--- src/rtl/multicycle_ctrl_fsm.sv ---
// Multicycle IF/ID/EX/MEM/WB control unit for the 16-bit TSC CPU.
// Memory phases finish on mem_ready, or after a fixed MEM_LATENCY cycle count.
module multicycle_ctrl_fsm #(
  parameter int WORD_SIZE   = 16,
  parameter int CNT_WIDTH   = 16,
  parameter int MEM_LATENCY = 0
) (
  input  logic                 clk,
  input  logic                 reset_n,
  input  logic [WORD_SIZE-1:0] instruction,
  input  logic                 mem_ready,
  input  logic                 branch_taken,
  output logic [3:0]           micro_pc,
  output logic                 mem_read,
  output logic                 mem_write,
  output logic                 ir_write,
  output logic                 pc_write,
  output logic                 reg_write,
  output logic                 wwd_en,
  output logic                 illegal,
  output logic [1:0]           pc_src,
  output logic [1:0]           wb_sel,
  output logic [1:0]           reg_dst,
  output logic [3:0]           alu_op,
  output logic                 alu_src,
  output logic [CNT_WIDTH-1:0] num_inst,
  output logic                 is_halted
);

  typedef enum logic [3:0] {
    S_IF   = 4'd0,
    S_ID   = 4'd1,
    S_EX   = 4'd2,
    S_MEM  = 4'd3,
    S_WB   = 4'd4,
    S_HALT = 4'd15
  } state_t;

  state_t     state, next_state;
  logic [3:0] wait_cnt;
  logic       retire;
  logic       mem_done;

  logic [3:0] opcode;
  logic [5:0] func;
  logic       unused_bits;
  logic       is_rtype, is_branch, is_adi, is_ori, is_lhi, is_lwd, is_swd;
  logic       is_jmp, is_jal, is_ralu, is_jpr, is_jrl, is_wwd, is_hlt, is_legal;

  assign opcode      = instruction[WORD_SIZE-1 -: 4];
  assign func        = instruction[5:0];
  assign unused_bits = ^instruction[WORD_SIZE-5:6];

  assign is_rtype  = (opcode == 4'd15);
  assign is_branch = (opcode <= 4'd3);
  assign is_adi    = (opcode == 4'd4);
  assign is_ori    = (opcode == 4'd5);
  assign is_lhi    = (opcode == 4'd6);
  assign is_lwd    = (opcode == 4'd7);
  assign is_swd    = (opcode == 4'd8);
  assign is_jmp    = (opcode == 4'd9);
  assign is_jal    = (opcode == 4'd10);
  assign is_ralu   = is_rtype && (func <= 6'd7);
  assign is_jpr    = is_rtype && (func == 6'd25);
  assign is_jrl    = is_rtype && (func == 6'd26);
  assign is_wwd    = is_rtype && (func == 6'd28);
  assign is_hlt    = is_rtype && (func == 6'd29);
  assign is_legal  = (opcode <= 4'd10) || is_ralu || is_jpr || is_jrl || is_wwd || is_hlt;

  // wait_cnt is zero on the first cycle in a state, so the Nth cycle sees N-1
  assign mem_done = (MEM_LATENCY == 0) ? mem_ready : (wait_cnt == 4'(MEM_LATENCY - 1));

  assign micro_pc = state;

  always_comb begin
    next_state = state;
    retire     = 1'b0;
    mem_read   = 1'b0;
    mem_write  = 1'b0;
    ir_write   = 1'b0;
    pc_write   = 1'b0;
    reg_write  = 1'b0;
    wwd_en     = 1'b0;
    illegal    = 1'b0;
    pc_src     = 2'd0;
    wb_sel     = 2'd0;
    reg_dst    = 2'd0;
    alu_op     = 4'd0;
    alu_src    = 1'b0;
    case (state)
      S_IF: begin
        mem_read = 1'b1;
        if (mem_done) begin
          ir_write   = 1'b1;
          pc_write   = 1'b1;
          next_state = S_ID;
        end
      end
      S_ID: begin
        if (is_hlt) begin
          next_state = S_HALT;
          retire     = 1'b1;
        end else begin
          next_state = S_EX;
        end
      end
      S_EX: begin
        if (is_rtype && is_legal) begin
          alu_op = func[3:0];
        end else if (is_ori) begin
          alu_op  = 4'd3;
          alu_src = 1'b1;
        end else if (is_lhi) begin
          alu_op  = 4'd8;
          alu_src = 1'b1;
        end else if (is_branch || is_adi || is_lwd || is_swd) begin
          alu_src = 1'b1;
        end
        if (is_branch) begin
          pc_write = branch_taken;
          pc_src   = 2'd1;
        end else if (is_jmp || is_jal) begin
          pc_write = 1'b1;
          pc_src   = 2'd2;
        end else if (is_jpr || is_jrl) begin
          pc_write = 1'b1;
          pc_src   = 2'd3;
        end else if (is_wwd) begin
          wwd_en = 1'b1;
        end else if (!is_legal) begin
          illegal = 1'b1;
        end
        // Most instructions finish here; loads/stores and writers continue
        next_state = S_IF;
        retire     = 1'b1;
        if (is_lwd || is_swd) begin
          next_state = S_MEM;
          retire     = 1'b0;
        end else if (is_ralu || is_adi || is_ori || is_lhi || is_jal || is_jrl) begin
          next_state = S_WB;
          retire     = 1'b0;
        end
      end
      S_MEM: begin
        mem_read  = is_lwd;
        mem_write = is_swd;
        if (mem_done) begin
          if (is_lwd) begin
            next_state = S_WB;
          end else begin
            next_state = S_IF;
            retire     = 1'b1;
          end
        end
      end
      S_WB: begin
        reg_write = 1'b1;
        if (is_ralu) begin
          reg_dst = 2'd1;
        end else if (is_lwd) begin
          wb_sel = 2'd1;
        end else if (is_jal || is_jrl) begin
          wb_sel  = 2'd2;
          reg_dst = 2'd2;
        end
        next_state = S_IF;
        retire     = 1'b1;
      end
      S_HALT: begin
        next_state = S_HALT;
      end
      default: begin
        next_state = S_IF;
      end
    endcase
  end

  always_ff @(posedge clk) begin
    if (!reset_n) begin
      state     <= S_IF;
      num_inst  <= '0;
      is_halted <= 1'b0;
      wait_cnt  <= 4'd0;
    end else begin
      state <= next_state;
      if (retire) begin
        num_inst <= num_inst + 1'b1;
      end
      if (next_state == S_HALT) begin
        is_halted <= 1'b1;
      end
      if (next_state != state) begin
        wait_cnt <= 4'd0;
      end else if (state == S_IF || state == S_MEM) begin
        wait_cnt <= wait_cnt + 4'd1;
      end
    end
  end

endmodule

--- config.mk ---
export PLATFORM = sky130hd
export DESIGN_NAME = multicycle_ctrl_fsm
export DESIGN_NICKNAME = d
export VERILOG_FILES = /design/src/rtl/multicycle_ctrl_fsm.sv
export SDC_FILE = /design/constraint.sdc
export NUM_CORES = 1
export LEC_CHECK = 0
export CORE_ASPECT_RATIO = 1.2
export CORE_MARGIN = 1.5
export CORE_UTILIZATION = 40
export CTS_CLUSTER_DIAMETER = 200
export DETAILED_ROUTE_END_ITERATION = 6
export PLACE_DENSITY = 0.82
export SYNTH_ARGS = -nofsm -noshare
export SYNTH_HDL_FRONTEND = slang
export SYNTH_SLANG_ARGS = --single-unit
--- constraint.sdc ---
create_clock -name clk -period 6.2 [get_ports clk]
set_input_delay 1.55 -clock clk [delete_from_list [all_inputs] [get_ports clk]]
set_output_delay 1.55 -clock clk [all_outputs]
set_load 0.05 [all_outputs]
==> summary.md <==
| Metric | Value |
|---|---|
| Outcome | `finished with violations` |
| Failing checks | `DRC` |
| DRT iter0 DRCs | `69` |
| Die width | `57.6 µm` |
| Ports | `59` |
| Placed Cells | `273` |
| Crit-path max FO | `10` |
| Starting Density | `42.2%` |
| CTS tree | `yes` |
| Via/cell ratio | `5.71` |
| Largest net degree at the start of global routing | `31` |
| CP startpoint kind | `input port` |
| Hold buffer count at cts | `0` |
| Total Nets Final | `262` |
| Number of diodes | `0` |
| Antenna-violating nets left | `0` |
| Final hold violations | `0` |
| Detailed-placement wirelength estimate | `2670 µm` |
| Worst slew margin | `47.6%` |
| Mapped Cells | `196` |
| Post-Layout Cell Count | `277` |
| Setup Skew | `0.00541 ns` |
| Fill count | `322` |
| Final Cycle Share | `92.8%` |
| Final setup fails | `0` |
| Max-slew violation count | `0` |
| Synth Area per Inst | `7.31 µm²` |
| Clk buf depth | `2` |
| Worst R2R Setup Slack | `3.47 ns` |
| Area of the multi-input gates | `911 µm²` |
| Share of layout cells above drive strength 1 | `3.75%` |
| GR Overflow Total | `0` |
| Netlist cell types | `40` |
| Met1 GRT Util | `22.3%` |
| Pleak | `0.672 nW` |
| Setup Fix Bufs, Post-CTS | `0` |
| Total global routing track utilization | `18.7%` |
| Mapped Area | `1430 µm²` |
| Post-synthesis net count | `217` |
| Vert. Die Dim | `68.6 µm` |
| Clock tree sinks | `21` |
| Worst IR drop on VDD | `0.0640 mV` |
| H-tree depth | `1` |
| Setup_tns | `0 ns` |
| Sequential-to-total area share from yosys stat | `29.3%` |
| Top Usage Layer GRT | `met2` |
| WL/cell | `12.9 µm` |
| Residual DRC | `2` |
| Cell Chain, Critical Path | `clkdlybuf4s50_1 > nand4_4 > or3_4 > nor3_1 > nor2_1 > nor3_1 > clkdlybuf4s50_1` |
| FF/Latch Area | `420 µm²` |
| Worst Setup End Kind | `output pin` |
| Slowest CP cell | `clkdlybuf4s50_1` |
| Cts bufs inserted | `3` |
| Drt first pass iters | `7` |
| Vias in the first global route | `1412` |
| First-pass GRT wire length | `5910 µm` |
| Max Fclk | `174 MHz` |
| Critical path type | `in -> out` |
| Buffers added on ports | `52` |
| CP Data Arrival Time | `4.20 ns` |
| Initial antenna violation count | `0` |
| # resized after CTS | `0` |
| GR Layer Usage met3 | `2.80%` |
| Min Tclk post-route | `5.75 ns` |
| Register bit total from synthesis | `21` |
| Total Wirelength | `3560 µm` |
| CP Data Required Time | `4.65 ns` |
| Routability cong. | `0.820` |
| Synth-to-layout area growth | `37.5%` |
| Die ar. | `3950 µm²` |
| Unrepaired setup endpoints after global routing | `no` |
| Worst skew pair latency | `0.26 ns` |
| Pwr per Cell Area | `150 nW/µm²` |
| Yosys warnings | `0` |
| Least-Margin Pin Slew | `0.784 ns` |
| Worst-path clk slew | `0.08 ns` |
| Met2 usage | `34.2%` |
| Core ar. | `3400 µm²` |
| Slowest cell delay on critical path | `0.83 ns` |
| Vias | `1582` |
| Hold crit path type | `reg -> reg` |
| Row count | `23` |
| Clk Tree Root Cell | `clkbuf_8` |
| Max-Cap Viols | `0` |
==> layout by cell type, fill, tap and decap left out, drive strengths merged, types with 2 or more instances in the layout <==
cell	netlist	routed
clkdlybuf4s50	0	52
nand2	23	23
nor2	22	22
dfxtp	21	21
a21oi	20	20
nand3	9	9
o21ai	9	9
or4	9	9
o31ai	8	8
or3	8	8
inv	6	6
nor3	6	6
and3	6	6
nor4	4	4
xor2	3	3
a31oi	3	3
clkbuf	6	3
nand4	3	3
nand3b	2	2
xnor2	2	2
nor3b	2	2
nor2b	2	2
and2	2	2
o21a	2	2
==> layer usage <==
layer  part of all wire (%)  up-vias
li1                       -      803
met1                     43      726
met2                     51       50
met3                    5.3        3
met4                   0.53        0
met5                      0        -
==> stage by stage <==
stage	setup slack, ns	utilization (%)	area, µm²	hold WS [ns]	power [mW]
after global placement	0.464	56.6	1920	0.440	0.206
after CTS	0.438	58.0	1970	0.465	0.298
after floorplan	0.574	-	1430	0.704	0.186
final	0.448	58.0	1970	0.463	0.295
after global routing	0.281	58.0	1970	0.496	0.309
after detailed placement	0.452	56.6	1920	0.447	0.206
==> logic make-up after synthesis <==
family,count (synthesis),synth area share [%]
buffers and inverters,18,7.07
adder cells (fa/ha/maj),1,0.873
AND/OR/NAND/NOR,101,37.9
AO/OA/AOI/OAI,49,21.0
flip-flops,21,29.3
XOR/XNOR,5,3.06
multiplexers,1,0.699
==> final timing paths <==
path,from,to,cells after the start
setup / recovery,instruction[13],pc_src[1],7
hold / removal,is_halted$_SDFFE_PN0N_,is_halted$_SDFFE_PN0N_,1
setup reg to reg,micro_pc[3]$_SDFF_PN0_,num_inst[9]$_SDFFE_PN0P_,6
hold reg to reg,is_halted$_SDFFE_PN0N_,is_halted$_SDFFE_PN0N_,1
==> cells in the mapped netlist <==
cell type	count	area share (%)
a211o_1	1	0.61
a211oi_1	1	0.52
a21o_1	1	0.52
a21oi_1	20	7.0
a22o_1	1	0.61
a31o_2	1	0.61
a31oi_1	3	1.3
a41oi_1	1	0.61
and2_1	2	0.87
and3_1	6	2.6
and4_1	1	0.61
buf_4	3	1.6
buf_6	3	2.4
clkbuf_1	6	1.6
dfxtp_1	21	29
ha_1	1	0.87
inv_1	6	1.6
mux2i_1	1	0.70
nand2_1	23	6.0
nand2b_1	1	0.44
nand3_1	9	3.1
nand3b_1	2	1.0
nand4_1	2	0.87
nand4_4	1	1.5
nor2_1	22	5.8
nor2b_1	2	0.87
nor3_1	6	2.1
nor3b_1	2	1.0
nor4_1	4	1.7
o2111a_2	1	0.87
o21a_1	2	1.0
o21ai_0	9	3.1
o31ai_1	8	4.2
or2_1	1	0.44
or3_1	7	3.1
or3_4	1	0.79
or4_1	8	4.2
or4_4	1	0.79
xnor2_1	2	1.2
xor2_1	3	1.8
==> sequential cells by signal, summed over array words and instances (netlist names) <==
register and flops:
micro_pc 4, num_inst 16, is_halted 1
==> cell type report <==
| cell class | count | share of cell area [%] |
|---|---|---|
| Tap cell | 37 | 2.35 |
| Timing Repair Buffer | 52 | 26.4 |
| Multi-Input combinational cell | 157 | 46.3 |
| Sequential cell | 21 | 21.3 |
| Inverter | 6 | 1.14 |
| Clock inverter | 1 | 0.381 |
| Clock buffer | 3 | 2.10 |
==> where the power goes <==
group / internal (mW) / switching (mW) / total [mW]
Clock: 0.0454 / 0.0466 / 0.0920
Sequential: 0.136 / 0.00252 / 0.139
Combinational: 0.0236 / 0.0411 / 0.0647
==> worst max-delay path, delay by kind of cell <==
kind / cells / cell delay [ns]
AND/OR/NAND/NOR: 5 / 1.10
buffers and inverters: 2 / 1.54
(Power assumes the default switching activity.)
